[config.mk]
export PLATFORM = sky130hd
export DESIGN_NAME = reg_list_sequencer_flat
export DESIGN_NICKNAME = d
export VERILOG_FILES = /design/src/rtl/reg_list_sequencer_if.sv /design/src/rtl/reg_list_sequencer.sv /design/src/flat_wrapper.sv
export SDC_FILE = /design/constraint.sdc
export NUM_CORES = 1
export LEC_CHECK = 0
export CELL_PAD_IN_SITES_DETAIL_PLACEMENT = 1
export CELL_PAD_IN_SITES_GLOBAL_PLACEMENT = 1
export CORE_AREA = 2 2 146 148
export DETAILED_ROUTE_END_ITERATION = 10
export DIE_AREA = 0 0 148 150
export GPL_TIMING_DRIVEN = 0
export HOLD_SLACK_MARGIN = 0.15
export MAX_ROUTING_LAYER = met4
export PLACE_DENSITY_LB_ADDON = 0.1
export SLEW_MARGIN = 20
export SYNTH_ARGS = -nofsm -noshare
export SYNTH_HDL_FRONTEND = slang
export SYNTH_SLANG_ARGS = --single-unit
[constraint.sdc]
create_clock -name clk -period 9.4 [get_ports clk]
set_input_delay 1.41 -clock clk [delete_from_list [all_inputs] [get_ports clk]]
set_output_delay 1.41 -clock clk [all_outputs]
set_load 0.005 [all_outputs]
[src/rtl/reg_list_sequencer_if.sv]
// Bus between the instruction-decode/datapath side and the register-list
// sequencer: load operands and step handshake in, per-transfer index,
// address, writeback value and loop status out.
interface reg_list_sequencer_if #(
    parameter int ADDR_W = 32
);
    logic              load;
    logic              step;
    logic [15:0]       reg_list;
    logic              up;
    logic              pre;
    logic [ADDR_W-1:0] base_addr;
    logic [3:0]        reg_idx;
    logic [ADDR_W-1:0] addr;
    logic [4:0]        remaining;
    logic              busy;
    logic              done;
    logic [ADDR_W-1:0] wb_addr;
    logic              pc_in_list;

    modport master (
        output load, step, reg_list, up, pre, base_addr,
        input  reg_idx, addr, remaining, busy, done, wb_addr, pc_in_list
    );

    modport slave (
        input  load, step, reg_list, up, pre, base_addr,
        output reg_idx, addr, remaining, busy, done, wb_addr, pc_in_list
    );
endinterface

[src/rtl/reg_list_sequencer.sv]
// Register-list sequencer for LDM/STM block transfers. Latches the register
// mask, U/P bits and base, then walks set bits lowest-first with an
// ascending word address. Feeds RM_CNTR_DONE of the microcoded controller.
module reg_list_sequencer #(
    parameter int ADDR_W = 32
) (
    input  logic                 clk,
    input  logic                 rst,
    reg_list_sequencer_if.slave  bus
);

    // Number of set bits in a 16-bit register mask.
    function automatic logic [4:0] popcount16(input logic [15:0] v);
        logic [4:0] cnt;
        cnt = '0;
        for (int i = 0; i < 16; i++) begin
            cnt = cnt + 5'(v[i]);
        end
        return cnt;
    endfunction

    // Index of the lowest set bit; 0 when the mask is empty.
    function automatic logic [3:0] lowest_idx(input logic [15:0] v);
        logic [3:0] idx;
        idx = '0;
        for (int i = 15; i >= 0; i--) begin
            if (v[i]) begin
                idx = 4'(i);
            end
        end
        return idx;
    endfunction

    localparam logic [ADDR_W-1:0] WORD = ADDR_W'(4);

    logic [15:0]       mask_p0;
    logic [ADDR_W-1:0] addr_p0;
    logic [ADDR_W-1:0] wb_addr_p0;
    logic              pc_in_list_p0;

    logic [4:0]        load_cnt;
    logic [ADDR_W-1:0] span;
    logic [ADDR_W-1:0] start_addr;
    logic [ADDR_W-1:0] wb_next;

    // Load-time address arithmetic: span is 4*n, the block size in bytes.
    always_comb begin
        load_cnt   = popcount16(bus.reg_list);
        span       = ADDR_W'({load_cnt, 2'b00});
        start_addr = bus.base_addr;
        unique case ({bus.up, bus.pre})
            2'b10:   start_addr = bus.base_addr;
            2'b11:   start_addr = bus.base_addr + WORD;
            2'b00:   start_addr = bus.base_addr - span + WORD;
            default: start_addr = bus.base_addr - span;
        endcase
        wb_next = bus.up ? (bus.base_addr + span) : (bus.base_addr - span);
    end

    // Sequence state: load restarts (and beats step), step retires the lowest register.
    always_ff @(posedge clk) begin
        if (rst) begin
            mask_p0       <= '0;
            addr_p0       <= '0;
            wb_addr_p0    <= '0;
            pc_in_list_p0 <= 1'b0;
        end else if (bus.load) begin
            mask_p0       <= bus.reg_list;
            addr_p0       <= start_addr;
            wb_addr_p0    <= wb_next;
            pc_in_list_p0 <= bus.reg_list[15];
        end else if (bus.step && (mask_p0 != 16'h0000)) begin
            mask_p0 <= mask_p0 & (mask_p0 - 16'h0001);
            addr_p0 <= addr_p0 + WORD;
        end
    end

    logic [4:0] remaining_c;
    assign remaining_c = popcount16(mask_p0);

    assign bus.reg_idx    = lowest_idx(mask_p0);
    assign bus.remaining  = remaining_c;
    assign bus.busy       = (mask_p0 != 16'h0000);
    assign bus.done       = (remaining_c <= 5'd1);
    assign bus.addr       = addr_p0;
    assign bus.wb_addr    = wb_addr_p0;
    assign bus.pc_in_list = pc_in_list_p0;

endmodule

[src/flat_wrapper.sv]
// flat-port wrapper written by rule: the top's interface ports become plain ports
module reg_list_sequencer_flat 
#(
    parameter int ADDR_W = 32
)
  (clk, rst, bus_load, bus_step, bus_reg_list, bus_up, bus_pre, bus_base_addr, bus_reg_idx, bus_addr, bus_remaining, bus_busy, bus_done, bus_wb_addr, bus_pc_in_list);
  reg_list_sequencer_if #(.ADDR_W(ADDR_W)) bus_i ();
  input  logic clk;
  input  logic rst;
  input wire logic [$bits(bus_i.load)-1:0] bus_load;
  input wire logic [$bits(bus_i.step)-1:0] bus_step;
  input wire logic [$bits(bus_i.reg_list)-1:0] bus_reg_list;
  input wire logic [$bits(bus_i.up)-1:0] bus_up;
  input wire logic [$bits(bus_i.pre)-1:0] bus_pre;
  input wire logic [$bits(bus_i.base_addr)-1:0] bus_base_addr;
  output wire logic [$bits(bus_i.reg_idx)-1:0] bus_reg_idx;
  output wire logic [$bits(bus_i.addr)-1:0] bus_addr;
  output wire logic [$bits(bus_i.remaining)-1:0] bus_remaining;
  output wire logic [$bits(bus_i.busy)-1:0] bus_busy;
  output wire logic [$bits(bus_i.done)-1:0] bus_done;
  output wire logic [$bits(bus_i.wb_addr)-1:0] bus_wb_addr;
  output wire logic [$bits(bus_i.pc_in_list)-1:0] bus_pc_in_list;
  assign bus_i.load = bus_load;
  assign bus_i.step = bus_step;
  assign bus_i.reg_list = bus_reg_list;
  assign bus_i.up = bus_up;
  assign bus_i.pre = bus_pre;
  assign bus_i.base_addr = bus_base_addr;
  assign bus_reg_idx = bus_i.reg_idx;
  assign bus_addr = bus_i.addr;
  assign bus_remaining = bus_i.remaining;
  assign bus_busy = bus_i.busy;
  assign bus_done = bus_i.done;
  assign bus_wb_addr = bus_i.wb_addr;
  assign bus_pc_in_list = bus_i.pc_in_list;
  reg_list_sequencer #(.ADDR_W(ADDR_W)) u_core (.clk(clk), .rst(rst), .bus(bus_i));
endmodule
* Word level (Yosys, flattened, before mapping) *
Cells that the tools add are included.

operators by class
  reductions and logical operators = 4
  bitwise operators = 1
  order comparisons = 1
  add/subtract/negate cells = 36
  equality and inequality tests = 2
  mux-type cells = 22

operators with widths
  kind                                                            number
  adder 5 x 1 -> 5 bit                                            28
  adder 32 x 3 -> 32 bit, second input constant                   3
  2-to-1 mux 32 bit                                               3
  one-hot mux 32 bit (3 select lines)                             1
  2-to-1 mux 4 bit                                                16
  adder 32 x 7 -> 32 bit                                          1
  2-to-1 mux 16 bit                                               2
  subtractor 32 x 7 -> 32 bit                                     1
  AND 16 bit                                                      1
  nonzero test 16 bit                                             1
  subtractor 16 x 1 -> 16 bit, second input constant              1
  less-or-equal comparator 5 x 1 -> 1 bit, second input constant  1
  adder 1 x 1 -> 2 bit                                            2
  equality test 2 bit, second input constant                      2
  logical NOT 2 bit                                               1
  nonzero test 2 bit                                              1
  logical AND 1 bit                                               1

storage, ports and cells
  output and inout bits = 76
  flip-flop bits (word level) = 81
  bits of input ports = 54

* Depth between registers and ports, before layout *
  word-level depth = 19
  depth in mapped cells = 27
  depth with buffers taken out = 25

* Worst setup path before layout *
OpenSTA, ideal clock, no wires.

  kind = input -> register
  start = input port bus_reg_list[0]
  end = register u_core.addr_p0[30] (netlist: u_core.bus.addr[30])
  path slack = 1.736 ns
  arrival = 7.568 ns
  stages = 21
  library setup time = 0.095 ns
  required time = 9.305 ns
  path through = ha_1 inv_1 fa_1 fa_1 fa_1 fa_1 fa_1 fa_1 inv_1 fa_1 or2_1 a211oi_4 buf_4 o21ai_1 a222oi_1 and4_1 buf_2 nand4_1 nor3_1 mux2_1 o311ai_1

on the way
  cells in the longest elaborated chain, start to end = 19

ends and longest elaborated chain
  item                                   line                                                RTL
  start, declared                        flat_wrapper.sv:12                                  input wire logic [$bits(bus_i.reg_list)-1:0] bus_reg_list;
  adder 1 x 1 -> 2 bit *                 reg_list_sequencer.sv:17                            cnt = cnt + 5'(v[i]);
  adder 5 x 1 -> 5 bit * (14 in series)  reg_list_sequencer.sv:17
  subtractor 32 x 7 -> 32 bit *          reg_list_sequencer.sv:54, reg_list_sequencer.sv:55
  adder 32 x 3 -> 32 bit                 reg_list_sequencer.sv:54                            2'b00: start_addr = bus.base_addr - span + WORD;
  one-hot mux 32 bit (3 select lines) *  reg_list_sequencer.sv:51                            unique case ({bus.up, bus.pre})
  2-to-1 mux 32 bit *                    reg_list_sequencer.sv:67                            end else if (bus.load) begin
  end signal, assigned                   reg_list_sequencer.sv:69                            addr_p0 <= start_addr;
  end signal, assigned                   reg_list_sequencer.sv:74                            addr_p0 <= addr_p0 + WORD;
  end, declared                          reg_list_sequencer.sv:37                            logic [ADDR_W-1:0] addr_p0;

Mark *: on every way between the ends. The rest lies on a longest branch, timed or not.
A chain may end at the register's enable or synchronous reset.

* Worst setup path after layout *
  start = input port bus_reg_list[1]
  end = register u_core.addr_p0[30] (netlist: u_core.bus.addr[30])

Same word-level chain as after synthesis.

==> metrics.log <==
INFO  metric core_area = between 20000 and 25000 um^2
INFO  metric setup_total_negative_slack = 0 ps
INFO  metric cts.repair.resized = 0
INFO  metric areaGrowthSynthToFinish = 21.6%
INFO  metric netSwitchingFraction = approximately 44%
INFO  metric routed_wire_length_per_instance = around 23 um
INFO  metric synth-edff-count = 0
INFO  metric clock_latency = roughly 370 ps
INFO  metric critical_path.max_stage_delay = around 570 ps
INFO  metric dp_hpwl = about 27000 um
INFO  metric cellPowerDensity = approximately 190 nW/um^2
INFO  metric start_util = between 30 and 40%
INFO  metric grt_start_max_net_pins = 15
INFO  metric worstMarginPinSlew = about 1000 ps
INFO  metric postSynthCellCount = approximately 1100
INFO  metric worstHoldPathType = flop to flop
INFO  metric synth_sequential_area_ratio = approximately a fifth
INFO  metric max_slew_margin = 31.4%
INFO  metric vias_in_the_first_global_route = between 8000 and 9000
INFO  metric cts.hold.buffers_added = 0
INFO  metric cts.repair_timing.setup_buffer_count = 0
INFO  metric final.min_clock_period = ~9000 ps
INFO  metric cap_violations = 0
INFO  metric critPathSlowestCell = sky130_fd_sc_hd__a222oi_1
INFO  metric overflow = 0
INFO  metric hold_violation_count_in_the_final_report = 0
INFO  metric grt_first_pass_wirelength = ~52000 um
INFO  metric grt_setup_unrepaired = false
INFO  metric power.sequential.fraction = between 20% and 30%
INFO  metric number_of_rows_created_at_floorplan = 53
INFO  metric status = finished clean
INFO  metric fin_nets = 1324
INFO  metric internal_power = roughly 1 mW
INFO  metric clock_sink_count = 81
INFO  metric mappedNetlistNets = around 1200
INFO  metric total_via_count_in_the_routed_design = 8861
INFO  metric worst-setup-path-type = input pin to flop
INFO  metric ys_types = 81
INFO  metric routed_via_density = slightly below 6
INFO  metric critical_path_startpoint_category = input pin
INFO  metric htree_levels = 3
INFO  metric path_max_fanout = 10
INFO  metric clkPwrFrac = ~22%
INFO  metric ys_async_rst_share = 0%
INFO  metric power_total = 1.84 mW
INFO  metric number_of_antenna_violations_at_the_first_check_in_global_routing = 0
INFO  metric grt.total_usage = a little under a third
INFO  metric n_antenna_cell = 0
INFO  metric final-max-slew-violation-count = 0
INFO  metric critical_path.n_buffers_inverters = 5
INFO  metric worst_clock_skew = around 16 ps
INFO  metric finalWirelength = between 30000 and 40000 um
INFO  metric layout.filler_cells = between 2000 and 3000
INFO  metric die_area = between 20000 and 25000 um^2
INFO  metric maxClockFrequency = ~0.11 GHz
INFO  metric worstPathArrival = approximately 9200 ps
INFO  metric final_cell_count_no_fill = 1499
INFO  metric drc_errors = 0
INFO  metric total_leakage_power = 3.63 nW
INFO  metric crit_path_end_kind = flop
INFO  metric fp.dieW = approximately 150 um
INFO  metric clockBufferDepth = 2
INFO  metric syn-mean-instance-area = about 7.4 um^2
INFO  metric setup_viol_count_final = 0
INFO  metric ir_worst_vdd = approximately 0.13 mV
INFO  metric p_comb_share = between 50% and 60%
INFO  metric cts_root_buffer = sky130_fd_sc_hd__clkbuf_16
INFO  metric layout_cells_sized_above_1 = 4.82%
INFO  metric pin_count = 130
INFO  metric drt_pass1_iterations = 5
INFO  metric cp_common_cell = sky130_fd_sc_hd__fa_1
INFO  metric min_period_over_period = between 90 and 100%
INFO  metric synth_flop_cell = sky130_fd_sc_hd__dfxtp_1
INFO  metric numCtsBuffers = 9
INFO  metric power.switching = between 800 and 900 uW
INFO  metric post-route-util = approximately half
INFO  metric tritoncts = done
INFO  metric numPortBuffers = between 100 and 150
INFO  metric postSynthRegisterBits = between 80 and 90
INFO  metric finalHoldWorstSlack = around 450 ps
INFO  metric path_cells = clkdlybuf4s50_1 -> ha_1 -> inv_1 -> fa_1 -> fa_1 -> fa_1 -> fa_1 -> fa_1 -> fa_1 -> inv_1 -> fa_1 -> or2_1 -> a211oi_4 -> buf_4 -> o21ai_1 -> a222oi_1 -> and4_1 -> buf_2 -> nand4_1 -> nor3_1 -> mux2_1 -> o311ai_1
INFO  metric finalWeightedCongestion = 0.959
INFO  metric worst_path_dominant_cell_family = adder cells
INFO  metric ant_nets = 0
INFO  metric worst_ep_required_time = roughly 9700 ps
INFO  metric clk_pin_slew = 60 ps
INFO  metric warnings_from_yosys = 0
INFO  metric die_h = about 150 um
INFO  metric syn-cell-area = around 8200 um^2
INFO  metric detailedRoute.firstIterationViolations = around 850
INFO  metric dp.cells = between 1000 and 1500
## registers in the layout, summed over array words and instances, names as in the netlist
register,cells
u_core.bus.wb_addr,32
u_core.bus.pc_in_list,1
u_core.mask_p0,16
u_core.bus.addr,32
## cells in the final DEF (no fill, tap or decap), types with 5 or more instances in the layout
cell type,netlist,final
sky130_fd_sc_hd__a211oi_1,25,25
sky130_fd_sc_hd__a21o_1,12,12
sky130_fd_sc_hd__a21oi_1,87,87
sky130_fd_sc_hd__a221oi_1,7,7
sky130_fd_sc_hd__a311oi_1,6,6
sky130_fd_sc_hd__a31oi_1,11,11
sky130_fd_sc_hd__a41oi_1,5,5
sky130_fd_sc_hd__and2_1,12,12
sky130_fd_sc_hd__and3_1,15,15
sky130_fd_sc_hd__and4_1,5,5
sky130_fd_sc_hd__buf_1,9,9
sky130_fd_sc_hd__buf_2,12,12
sky130_fd_sc_hd__clkbuf_1,54,54
sky130_fd_sc_hd__clkbuf_16,0,9
sky130_fd_sc_hd__clkdlybuf4s50_1,0,110
sky130_fd_sc_hd__dfxtp_1,81,81
sky130_fd_sc_hd__fa_1,22,22
sky130_fd_sc_hd__ha_1,28,28
sky130_fd_sc_hd__inv_1,72,72
sky130_fd_sc_hd__mux2i_1,24,24
sky130_fd_sc_hd__nand2_1,89,89
sky130_fd_sc_hd__nand2b_1,6,6
sky130_fd_sc_hd__nand3_1,39,39
sky130_fd_sc_hd__nand4_1,21,21
sky130_fd_sc_hd__nor2_1,111,111
sky130_fd_sc_hd__nor2b_1,7,7
sky130_fd_sc_hd__nor3_1,43,42
sky130_fd_sc_hd__nor4_1,20,20
sky130_fd_sc_hd__nor4_2,5,5
sky130_fd_sc_hd__o21ai_0,35,35
sky130_fd_sc_hd__o22ai_1,11,11
sky130_fd_sc_hd__o311ai_0,6,6
sky130_fd_sc_hd__o31a_1,6,6
sky130_fd_sc_hd__or2_2,6,6
sky130_fd_sc_hd__or3_1,13,13
sky130_fd_sc_hd__xnor2_1,79,79
sky130_fd_sc_hd__xor2_1,34,34
## per-stage QoR
stage | cell area (um^2) | worst slack [ps]
finish | 9940 | 428
global route | 9940 | 196
CTS | 9930 | 517
detailed placement | 9610 | 150
global placement | 9610 | 163
floorplan | 8170 | 1740
## layer usage
metal	vias up	global-route usage [%]	share of wire, %
li1	4151	-	-
met1	4352	43.1	46
met2	316	50.1	46
met3	42	2.80	5.3
met4	0	9.33	2.3
met5	-	-	0
## layout make-up
| class | count | area [um^2] | share of cell area [%] |
|---|---|---|---|
| multi-input cells | 864 | 5930 | 59.7 |
| flip-flops and latches | 81 | 1620 | 16.3 |
| repair buffers | 110 | 1100 | 11.1 |
| well taps | 275 | 344 | 3.46 |
| plain buffers | 79 | 338 | 3.40 |
| inverters | 75 | 282 | 2.83 |
| clock buffers | 9 | 225 | 2.27 |
| clock inverters | 6 | 92.6 | 0.932 |
## power groups by stage
stage	registers [mW]	logic, mW	clock network, mW
after global placement	0.414	0.990	0
after CTS	0.408	1.02	0.406
after detailed placement	0.416	1.01	0
after global routing	0.412	1.13	0.422
final	0.408	1.03	0.407
after floorplan	0.410	0.669	0
## cell usage after synthesis, drive strengths merged, types with 7 or more instances
library cell | number | area share, %
a211oi | 27 | 2.7
a21o | 12 | 1.1
a21oi | 88 | 5.4
a221oi | 8 | 0.93
a31oi | 11 | 0.84
and2 | 12 | 0.92
and3 | 15 | 1.1
buf | 25 | 1.7
clkbuf | 54 | 2.5
dfxtp | 81 | 20
fa | 22 | 5.4
ha | 28 | 4.3
inv | 73 | 3.4
mux2i | 24 | 2.9
nand2 | 90 | 4.2
nand3 | 40 | 2.6
nand4 | 21 | 1.6
nor2 | 111 | 5.1
nor2b | 7 | 0.54
nor3 | 45 | 3.0
nor4 | 27 | 2.8
o21ai | 38 | 2.3
o22ai | 11 | 0.84
o311ai | 7 | 0.75
or2 | 9 | 0.69
or3 | 13 | 1.0
xnor2 | 79 | 8.5
xor2 | 34 | 3.6
## worst paths after layout
| kind | endpoint | cells past startpoint | startpoint | slack [ps] |
|---|---|---|---|---|
| worst max-delay path | u_core.bus.addr[30]$_SDFFE_PP0N_ | 22 | bus_reg_list[1] | 430 |
| worst min-delay path | u_core.bus.addr[0]$_SDFFE_PP0P_ | 2 | u_core.bus.addr[0]$_SDFFE_PP0P_ | 450 |
| worst max register to register | u_core.bus.addr[30]$_SDFFE_PP0N_ | 12 | u_core.mask_p0[4]$_SDFFE_PP0N_ | 6070 |
| worst min register to register | u_core.bus.addr[0]$_SDFFE_PP0P_ | 2 | u_core.bus.addr[0]$_SDFFE_PP0P_ | 450 |
## worst register-to-register path, delay by kind of cell, from the launching register on
family          cells  cell delay, ps
simple gates        5            1210
xor+xnor            1             210
flops               1             300
compound gates      3             850
buf+inv             3             640
## kinds of logic after synthesis
| logic type | share of synthesized area, % |
|---|---|
| AOI/OAI and AO/OA | 21.9 |
| xor gates and xnor gates | 12.1 |
| buffers and inverters | 7.58 |
| and+or+nand+nor | 25.8 |
| muxes | 3.08 |
| DFF | 19.9 |
| adders and majority gates | 9.68 |
(Power assumes the default switching activity.)
